### src/rtl/mem_arb_pkg.sv
// Shared types and default widths for the memory arbiter and the RAM
// it fronts (memory_unit is instantiated with the same widths).
//
// Contents:
//   state_e     - arbiter FSM encoding (IDLE=0, ACCESS=1)
//   MEM_ARB_DW  - default data word width
//   MEM_ARB_AW  - default address width
package mem_arb_pkg;

    typedef enum logic {
        IDLE   = 1'b0,
        ACCESS = 1'b1
    } state_e;

    localparam int MEM_ARB_DW = 8;
    localparam int MEM_ARB_AW = 8;

endpackage

### src/rtl/mem_arbiter_rr_pick.sv
// Combinational winner selection for mem_arbiter.
// Build option: MEM_ARB_FIXED_PRIO_EN selects fixed priority.
//
// Ports:
//   elig   [NUM_REQ-1:0] in  - requesters allowed to win this cycle
//   last   [IDXW-1:0]    in  - previous winner (round-robin only)
//   winner [IDXW-1:0]    out - selected requester index
//   found                out - at least one requester was eligible
module rr_pick
    import mem_arb_pkg::*;
#(
    parameter int NUM_REQ = 2,
    parameter int IDXW    = 1
) (
    input  logic [NUM_REQ-1:0] elig,
    input  logic [IDXW-1:0]    last,
    output logic [IDXW-1:0]    winner,
    output logic               found
);

`ifdef MEM_ARB_FIXED_PRIO_EN

    // The pointer has no meaning under fixed priority.
    logic unused_last;
    assign unused_last = ^last;

    // Lowest eligible index wins.
    always_comb begin
        winner = '0;
        found  = 1'b0;
        for (int i = 0; i < NUM_REQ; i++) begin
            if (!found && elig[i]) begin
                found  = 1'b1;
                winner = IDXW'(i);
            end
        end
    end

`else

    // Search last+1 .. NUM_REQ-1 first, then wrap to 0 .. last.
    // Two ascending passes give the same order as a modulo walk.
    always_comb begin
        winner = '0;
        found  = 1'b0;
        for (int i = 0; i < NUM_REQ; i++) begin
            if (!found && elig[i] && (IDXW'(i) > last)) begin
                found  = 1'b1;
                winner = IDXW'(i);
            end
        end
        for (int i = 0; i < NUM_REQ; i++) begin
            if (!found && elig[i] && (IDXW'(i) <= last)) begin
                found  = 1'b1;
                winner = IDXW'(i);
            end
        end
    end

`endif

endmodule

### src/rtl/mem_arbiter.sv
// Arbiter sharing one single-port RAM (comb read, posedge write).
// Build option: MEM_ARB_FIXED_PRIO_EN (fixed priority, no pointer).
//
// Ports:
//   clk, rst            - clock, synchronous active-high reset
//   req/we [NUM_REQ]    - per-requester request and write flag
//   addr/wdata (packed) - requester i at [i*W +: W]
//   gnt [NUM_REQ]       - one-hot, high in the ACCESS cycle
//   ack [NUM_REQ]       - one-hot pulse, cycle after ACCESS
//   rdata               - registered read data, valid with ack
//   mem_addr/mem_wdata/mem_write/mem_rdata - RAM side
module mem_arbiter
    import mem_arb_pkg::*;
#(
    parameter int NUM_REQ   = 2,
    parameter int DATAWIDTH = MEM_ARB_DW,
    parameter int ADDRWIDTH = MEM_ARB_AW
) (
    input  logic                           clk,
    input  logic                           rst,
    input  logic [NUM_REQ-1:0]             req,
    input  logic [NUM_REQ-1:0]             we,
    input  logic [NUM_REQ*ADDRWIDTH-1:0]   addr,
    input  logic [NUM_REQ*DATAWIDTH-1:0]   wdata,
    output logic [NUM_REQ-1:0]             gnt,
    output logic [NUM_REQ-1:0]             ack,
    output logic [DATAWIDTH-1:0]           rdata,
    output logic [ADDRWIDTH-1:0]           mem_addr,
    output logic [DATAWIDTH-1:0]           mem_wdata,
    output logic                           mem_write,
    input  logic [DATAWIDTH-1:0]           mem_rdata
);

    localparam int IDXW = (NUM_REQ > 1) ? $clog2(NUM_REQ) : 1;

    state_e                 state_q, state_d;
    logic [IDXW-1:0]        sel_q, sel_d;
    logic [NUM_REQ-1:0]     gnt_q, gnt_d;
    logic [NUM_REQ-1:0]     ack_q, ack_d;
    logic [DATAWIDTH-1:0]   rdata_q, rdata_d;

    logic [NUM_REQ-1:0]     elig;
    logic [NUM_REQ-1:0]     cand;
    logic [NUM_REQ-1:0]     sel_oh;
    logic [NUM_REQ-1:0]     win_oh;
    logic [IDXW-1:0]        win;
    logic                   found;
    logic [IDXW-1:0]        pick_last;

    logic [ADDRWIDTH-1:0]   bus_addr;
    logic [DATAWIDTH-1:0]   bus_wdata;
    logic                   bus_we;

`ifdef MEM_ARB_FIXED_PRIO_EN
    assign pick_last = '0;
`else
    logic [IDXW-1:0]        last_q, last_d;
    assign pick_last = last_q;
`endif

    assign sel_oh = NUM_REQ'(1) << sel_q;
    assign win_oh = NUM_REQ'(1) << win;

    // A requester is masked during its own ack cycle so a req still
    // high while the requester reacts to ack is not served twice.
    assign elig = req & ~ack_q;

    // The requester being served now cannot win the next slot.
    assign cand = (state_q == ACCESS) ? (elig & ~sel_oh) : elig;

    rr_pick #(
        .NUM_REQ (NUM_REQ),
        .IDXW    (IDXW)
    ) u_pick (
        .elig    (cand),
        .last    (pick_last),
        .winner  (win),
        .found   (found)
    );

    // Next-state logic.
    always_comb begin
        state_d = state_q;
        sel_d   = sel_q;
        gnt_d   = '0;
        ack_d   = '0;
        rdata_d = rdata_q;
`ifndef MEM_ARB_FIXED_PRIO_EN
        last_d  = last_q;
`endif
        unique case (state_q)
            IDLE: begin
                if (found) begin
                    state_d = ACCESS;
                    sel_d   = win;
                    gnt_d   = win_oh;
`ifndef MEM_ARB_FIXED_PRIO_EN
                    last_d  = win;
`endif
                end
            end
            ACCESS: begin
                // Loaded on writes too: old array contents.
                rdata_d = mem_rdata;
                ack_d   = sel_oh;
                if (found) begin
                    sel_d   = win;
                    gnt_d   = win_oh;
`ifndef MEM_ARB_FIXED_PRIO_EN
                    last_d  = win;
`endif
                end else begin
                    state_d = IDLE;
                end
            end
            default: state_d = IDLE;
        endcase
    end

    // RAM-side mux; bus parks at zero outside ACCESS.
    always_comb begin
        bus_addr  = '0;
        bus_wdata = '0;
        bus_we    = 1'b0;
        if (state_q == ACCESS) begin
            for (int i = 0; i < NUM_REQ; i++) begin
                if (sel_q == IDXW'(i)) begin
                    bus_addr  = addr[i*ADDRWIDTH +: ADDRWIDTH];
                    bus_wdata = wdata[i*DATAWIDTH +: DATAWIDTH];
                    bus_we    = we[i];
                end
            end
        end
    end

    always_ff @(posedge clk) begin
        if (rst) begin
            state_q <= IDLE;
            sel_q   <= '0;
            gnt_q   <= '0;
            ack_q   <= '0;
            rdata_q <= '0;
`ifndef MEM_ARB_FIXED_PRIO_EN
            // Requester 0 wins the first search.
            last_q  <= IDXW'(NUM_REQ - 1);
`endif
        end else begin
            state_q <= state_d;
            sel_q   <= sel_d;
            gnt_q   <= gnt_d;
            ack_q   <= ack_d;
            rdata_q <= rdata_d;
`ifndef MEM_ARB_FIXED_PRIO_EN
            last_q  <= last_d;
`endif
        end
    end

    assign gnt       = gnt_q;
    assign ack       = ack_q;
    assign rdata     = rdata_q;
    assign mem_addr  = bus_addr;
    assign mem_wdata = bus_wdata;
    // No RAM write may land on a reset edge.
    assign mem_write = bus_we & ~rst;

endmodule

### config.mk
export PLATFORM = sky130hd
export DESIGN_NAME = mem_arbiter
export DESIGN_NICKNAME = d
export VERILOG_FILES = /design/src/rtl/mem_arb_pkg.sv /design/src/rtl/mem_arbiter_rr_pick.sv /design/src/rtl/mem_arbiter.sv
export SDC_FILE = /design/constraint.sdc
export NUM_CORES = 1
export LEC_CHECK = 0
export CAP_MARGIN = 20
export CELL_PAD_IN_SITES_DETAIL_PLACEMENT = 1
export CELL_PAD_IN_SITES_GLOBAL_PLACEMENT = 2
export CORE_ASPECT_RATIO = 0.75
export CORE_MARGIN = 2
export CORE_UTILIZATION = 17
export DETAILED_ROUTE_END_ITERATION = 10
export PLACE_DENSITY = 0.94
export RECOVER_POWER = 100
export REMOVE_ABC_BUFFERS = 1
export SLEW_MARGIN = 30
export SYNTH_ARGS = -nofsm -noshare
export SYNTH_HDL_FRONTEND = slang
export SYNTH_SLANG_ARGS = --single-unit
### constraint.sdc
create_clock -name clk -period 3.35 [get_ports clk]
set_clock_uncertainty 0.15 [all_clocks]
set_input_delay 0.5025 -clock clk [delete_from_list [all_inputs] [get_ports clk]]
set_output_delay 0.5025 -clock clk [all_outputs]
set_load 0.05 [all_outputs]
== Word-level counts from Yosys, hierarchy flattened ==
Cells that the tools add are included.
W data, S select, Z words.

* Register bits after elaboration: 15
* Latch bits: 0
* RAM bits: 0
* Bits in read-only memories: 0
* Input bits: 46
* Output and inout bits: 29
* Logic and storage cells: 48
* Memories: 0

* Add/sub/neg operators: 0
* $mul: 0
* Div/mod/pow operators: 0
* $lt $le $gt $ge: 4
* Eq/ne operators: 0
* Shifts and indexed selects: 2
* Mux-type cells: 16
* Bitwise gates (word level): 8
* Reduce and logical (&&, ||, !) cells: 12

{| class="wikitable"
|+ Operator list
! operator !! number
|-
| $mux W8 || 4
|-
| $mux W1 || 11
|-
| $logic_and A1 B1 Y1 || 7
|-
| $and A2 B2 Y2 || 2
|-
| $not A2 Y2 || 2
|-
| $reduce_or A2 Y1 || 2
|-
| $shl A1 B1 Y2 const A || 2
|-
| $logic_not A1 Y1 || 3
|-
| $not A1 Y1 || 3
|-
| $gt A1 B1 Y1 const A || 2
|-
| $le A1 B1 Y1 const A || 2
|-
| $mux W2 || 1
|-
| $and A1 B1 Y1 || 1
|}

== Logic depth before layout (Yosys ltp) ==
* Depth in word-level cells: 20
* Mapped depth: 4
* Mapped depth without buffers: 3

== Cells and area by module ==
From an unflattened synthesis, not the netlist that was laid out.

* Cell total of the unflattened synthesis: 89
* Area, all modules: 847.1 sq um

{| class="wikitable"
|+ By module, submodules not included
! module !! times used !! cells an instance !! area each (sq um) !! sequential area each (sq um)
|-
| mem_arbiter || 1 || 87 || 833.3 || 300.3
|-
| rr_pick || 1 || 2 || 13.8 || 0.0
|}

== Worst setup path before layout ==
No wires, ideal clock.

* Path kind: reg-to-output
* From: register state_q
* To: output mem_addr[0]
* Data arrival time: 1.412 ns
* Required time: 2.697 ns
* Path slack: 1.286 ns
* Cell stages (with the launch flop): 4
* Cell sequence: dfxtp_1 buf_4 clkbuf_1 nor2b_1

* Word-level cells in the longest chain between the ends: 1

{| class="wikitable"
|+ RTL lines
! element !! line !! text
|-
| start: declaration || mem_arbiter.sv:36 || <nowiki>state_e state_q, state_d;</nowiki>
|-
| start signal: assignment || mem_arbiter.sv:148 || <nowiki>state_q <= state_d;</nowiki>
|-
| $mux W8 || mem_arbiter.sv:125 || <nowiki>if (state_q == ACCESS) begin</nowiki>
|-
| end: declaration || mem_arbiter.sv:28 || <nowiki>output logic [ADDRWIDTH-1:0] mem_addr,</nowiki>
|}

No other way between the ends.

== Final worst setup path ==
* From: input rst
* To: output mem_write

* Word-level cells in the longest chain between the ends: 2

{| class="wikitable"
|+ RTL lines
! element !! line !! text
|-
| start: declaration || mem_arbiter.sv:20 || <nowiki>input logic rst,</nowiki>
|-
| $not A1 Y1 || mem_arbiter.sv:165 || <nowiki>assign mem_write = bus_we & ~rst;</nowiki>
|-
| $and A1 B1 Y1 || mem_arbiter.sv:165 ||
|-
| end: declaration || mem_arbiter.sv:30 || <nowiki>output logic mem_write,</nowiki>
|}

No other way between the ends.

==> run metrics <==
result of the run=finished clean; # DRC=0; Die H=66.0 um; min-delay src=rdata[5]; TNS Setup=0 ns; final net count=213; Hold Crit Class=flip-flop to flip-flop; wirelength, routed=2830 um; Most Crowded Layer GR=met2; most frequent cells after synthesis=24 x mux2i_1, 18 x nor2b_1, 15 x dfxtp_1; Synth area leaders=dfxtp_1 34%, mux2i_1 28%, nor2b_1 13%; Crit path required time=2.70 ns; total track usage=10.1%; Clock Latency Late Sink=0.24 ns; WL per Instance=12.5 um; P&R area growth vs syn=95.1%; Clock transition at path regs=0.06 ns; Max Freq=337 MHz; Max Transition Viols Final=0; Most Frequent Cell on Critical Path=dlygate4sd3_1; largest net degree at the start of global routing=19; r2r setup slk=1.83 ns; Worst slew margin=64.6%; Hold Path End=rdata[5]; leading area contributor after synthesis=dfxtp_1; DRT Pass-1 Iters=4; CTS tree=built; FFs w/ async S/R, synth=0%; pwr/cell area=357 nW/um^2; Reg2Reg Depth=3; grt ovf=0; Max VDD drop=0.148 mV; top cell type's share of synthesized area=34.4%; Seq cells post-synth=15; Routed Antenna Nets=0; RSZ-0062 raised after global routing=no; WP depth=5; Rows=22; starting density of the core=17.7%; Vias=931; sequential area share after synthesis=34.4%; layout cells sized above 1=4.82%; Hold Fails Final Rpt=0; # setup viols final=0; crit path kind=primary input to output port; CTS Hold Buffers Added=0; die width=86.7 um; cell area after synthesis=872 um^2; worst path cell trace=dlygate4sd3_1 -> inv_1 -> and2_0 -> a22o_1 -> dlygate4sd3_1; Worst Hold Depth=2; DR iter-0 viols=6; crit-path max cell delay=0.86 ns; diode count=0; synthesized instance count=90; Final Cycle Share=88.6%; postcts setup bufs=0; crit path max fanout=3; most common cell in the synthesized netlist=mux2i_1; Slowest cell on crit path=dlygate4sd3_1; htree depth=1; synthesized area per cell=9.69 um^2; r2r startpoint=sel_q; CTS buffer count=3; CP Launch Type=primary input; post-layout min period=2.97 ns; clk buf depth=2; Crit Reg-Reg Endpoint=state_q; post-CTS resize count=0; met2 Track Usage GR=16.2%; Least-Margin Pin Slew=0.529 ns; drt via density=4.12; initial antenna violation count=0; CTS root buf=clkbuf_8; vias in the first global route=952; dominant synthesized flop cell=dfxtp_1; Post-synth EDFFs=0; CP bufs+invs=3; count of warnings emitted by yosys=0; final core occ=34.5%; grt met1 use=11.9%; HPWL Detailed=2280 um; Netlist cell types=21; total core area=4930 um^2; arrival time at the worst endpoint=2.32 ns; clock sink total=15; Top delay family on crit path=buffers and inverters; static leakage=0.713 nW; Critical Path Sink Type=output port; die area=5720 um^2; global-route wire length before repair=4460 um; met3 GRT Util=4.12%; maxcap violations=0; number of I/O port buffers=74; routability cong.=0.693; Top-Level Pins=75
## tightest hold or removal path: stages, from the launching register on
cell and delay, ns:
dfxtp_1 0.32, mux2i_1 0.06, nor2_1 0.07
## logic make-up (layout without fill, tap and decap cells)
group | after synthesis | count (layout) | synth area share, %
simple gates | 33 | 33 | 21.4
mux | 25 | 25 | 29.3
buf+inv | 7 | 83 | 5.59
compound gates | 10 | 10 | 9.32
flops | 15 | 15 | 34.4
## registers in the layout, indices dropped and copies added, names as in the netlist
| name | cells |
|---|---|
| state_q | 1 |
| gnt | 2 |
| rdata | 8 |
| last_q | 1 |
| ack | 2 |
| sel_q | 1 |
## metrics by stage
step / cell area [um^2] / hold WS [ns] / setup WS (ns) / instances / power (W)
floorplan: 827 / 0.380 / 0.967 / 84 / 0.000361
global placement: 1670 / 0.324 / 0.574 / 222 / 0.000480
detailed placement: 1670 / 0.338 / 0.554 / 222 / 0.000483
CTS: 1720 / 0.350 / 0.499 / 226 / 0.000636
global route: 1700 / 0.373 / 0.314 / 226 / 0.000643
finish: 1700 / 0.338 / 0.382 / 226 / 0.000608
## power by group
part / switching [W] / total (W) / leakage, nW / internal, W
clock network: 0.0000614 / 0.000146 / 0.0228 / 0.0000841
registers: 0.00000726 / 0.000199 / 0.123 / 0.000191
logic: 0.000146 / 0.000264 / 0.566 / 0.000118
total: 0.000215 / 0.000608 / 0.713 / 0.000393
## area by class of cell
cell class / instances / area (um^2)
timing repair buffer: 78 / 767
fill: 578 / 3230
clock buffer: 4 / 45.0
sequential: 15 / 300
tap: 60 / 75.1
multi-input combinational: 68 / 510
inverter: 1 / 3.75
## worst max-delay path by stage
stage	start	end	slack, ns
floorplan	sel_q	mem_addr[0]	0.97
detailed placement	rst	mem_write	0.55
CTS	state_q	mem_write	0.50
global placement	rst	mem_write	0.57
finish	rst	mem_write	0.38
global route	rst	mem_write	0.31
## routing by layer
layer / share of wire (%) / wire (um) / vias up
li1: - / - / 460
met1: 45 / 1260 / 411
met2: 42 / 1180 / 55
met3: 12 / 345 / 5
met4: 1.4 / 39 / 0
met5: 0 / 0 / -
## cells in the final DEF (no fill, tap or decap), drive strengths merged
master         count
clkdlybuf4s50     43
dlygate4sd3       31
mux2i             24
nor2b             18
dfxtp             15
nor2              10
clkbuf             5
o21ai              3
buf                3
nand2b             3
a21oi              2
inv                1
and2               1
nand2              1
a22o               1
o22ai              1
a2111oi            1
mux2               1
a221oi             1
o2111a             1
Power figures use the tool's default switching activity.
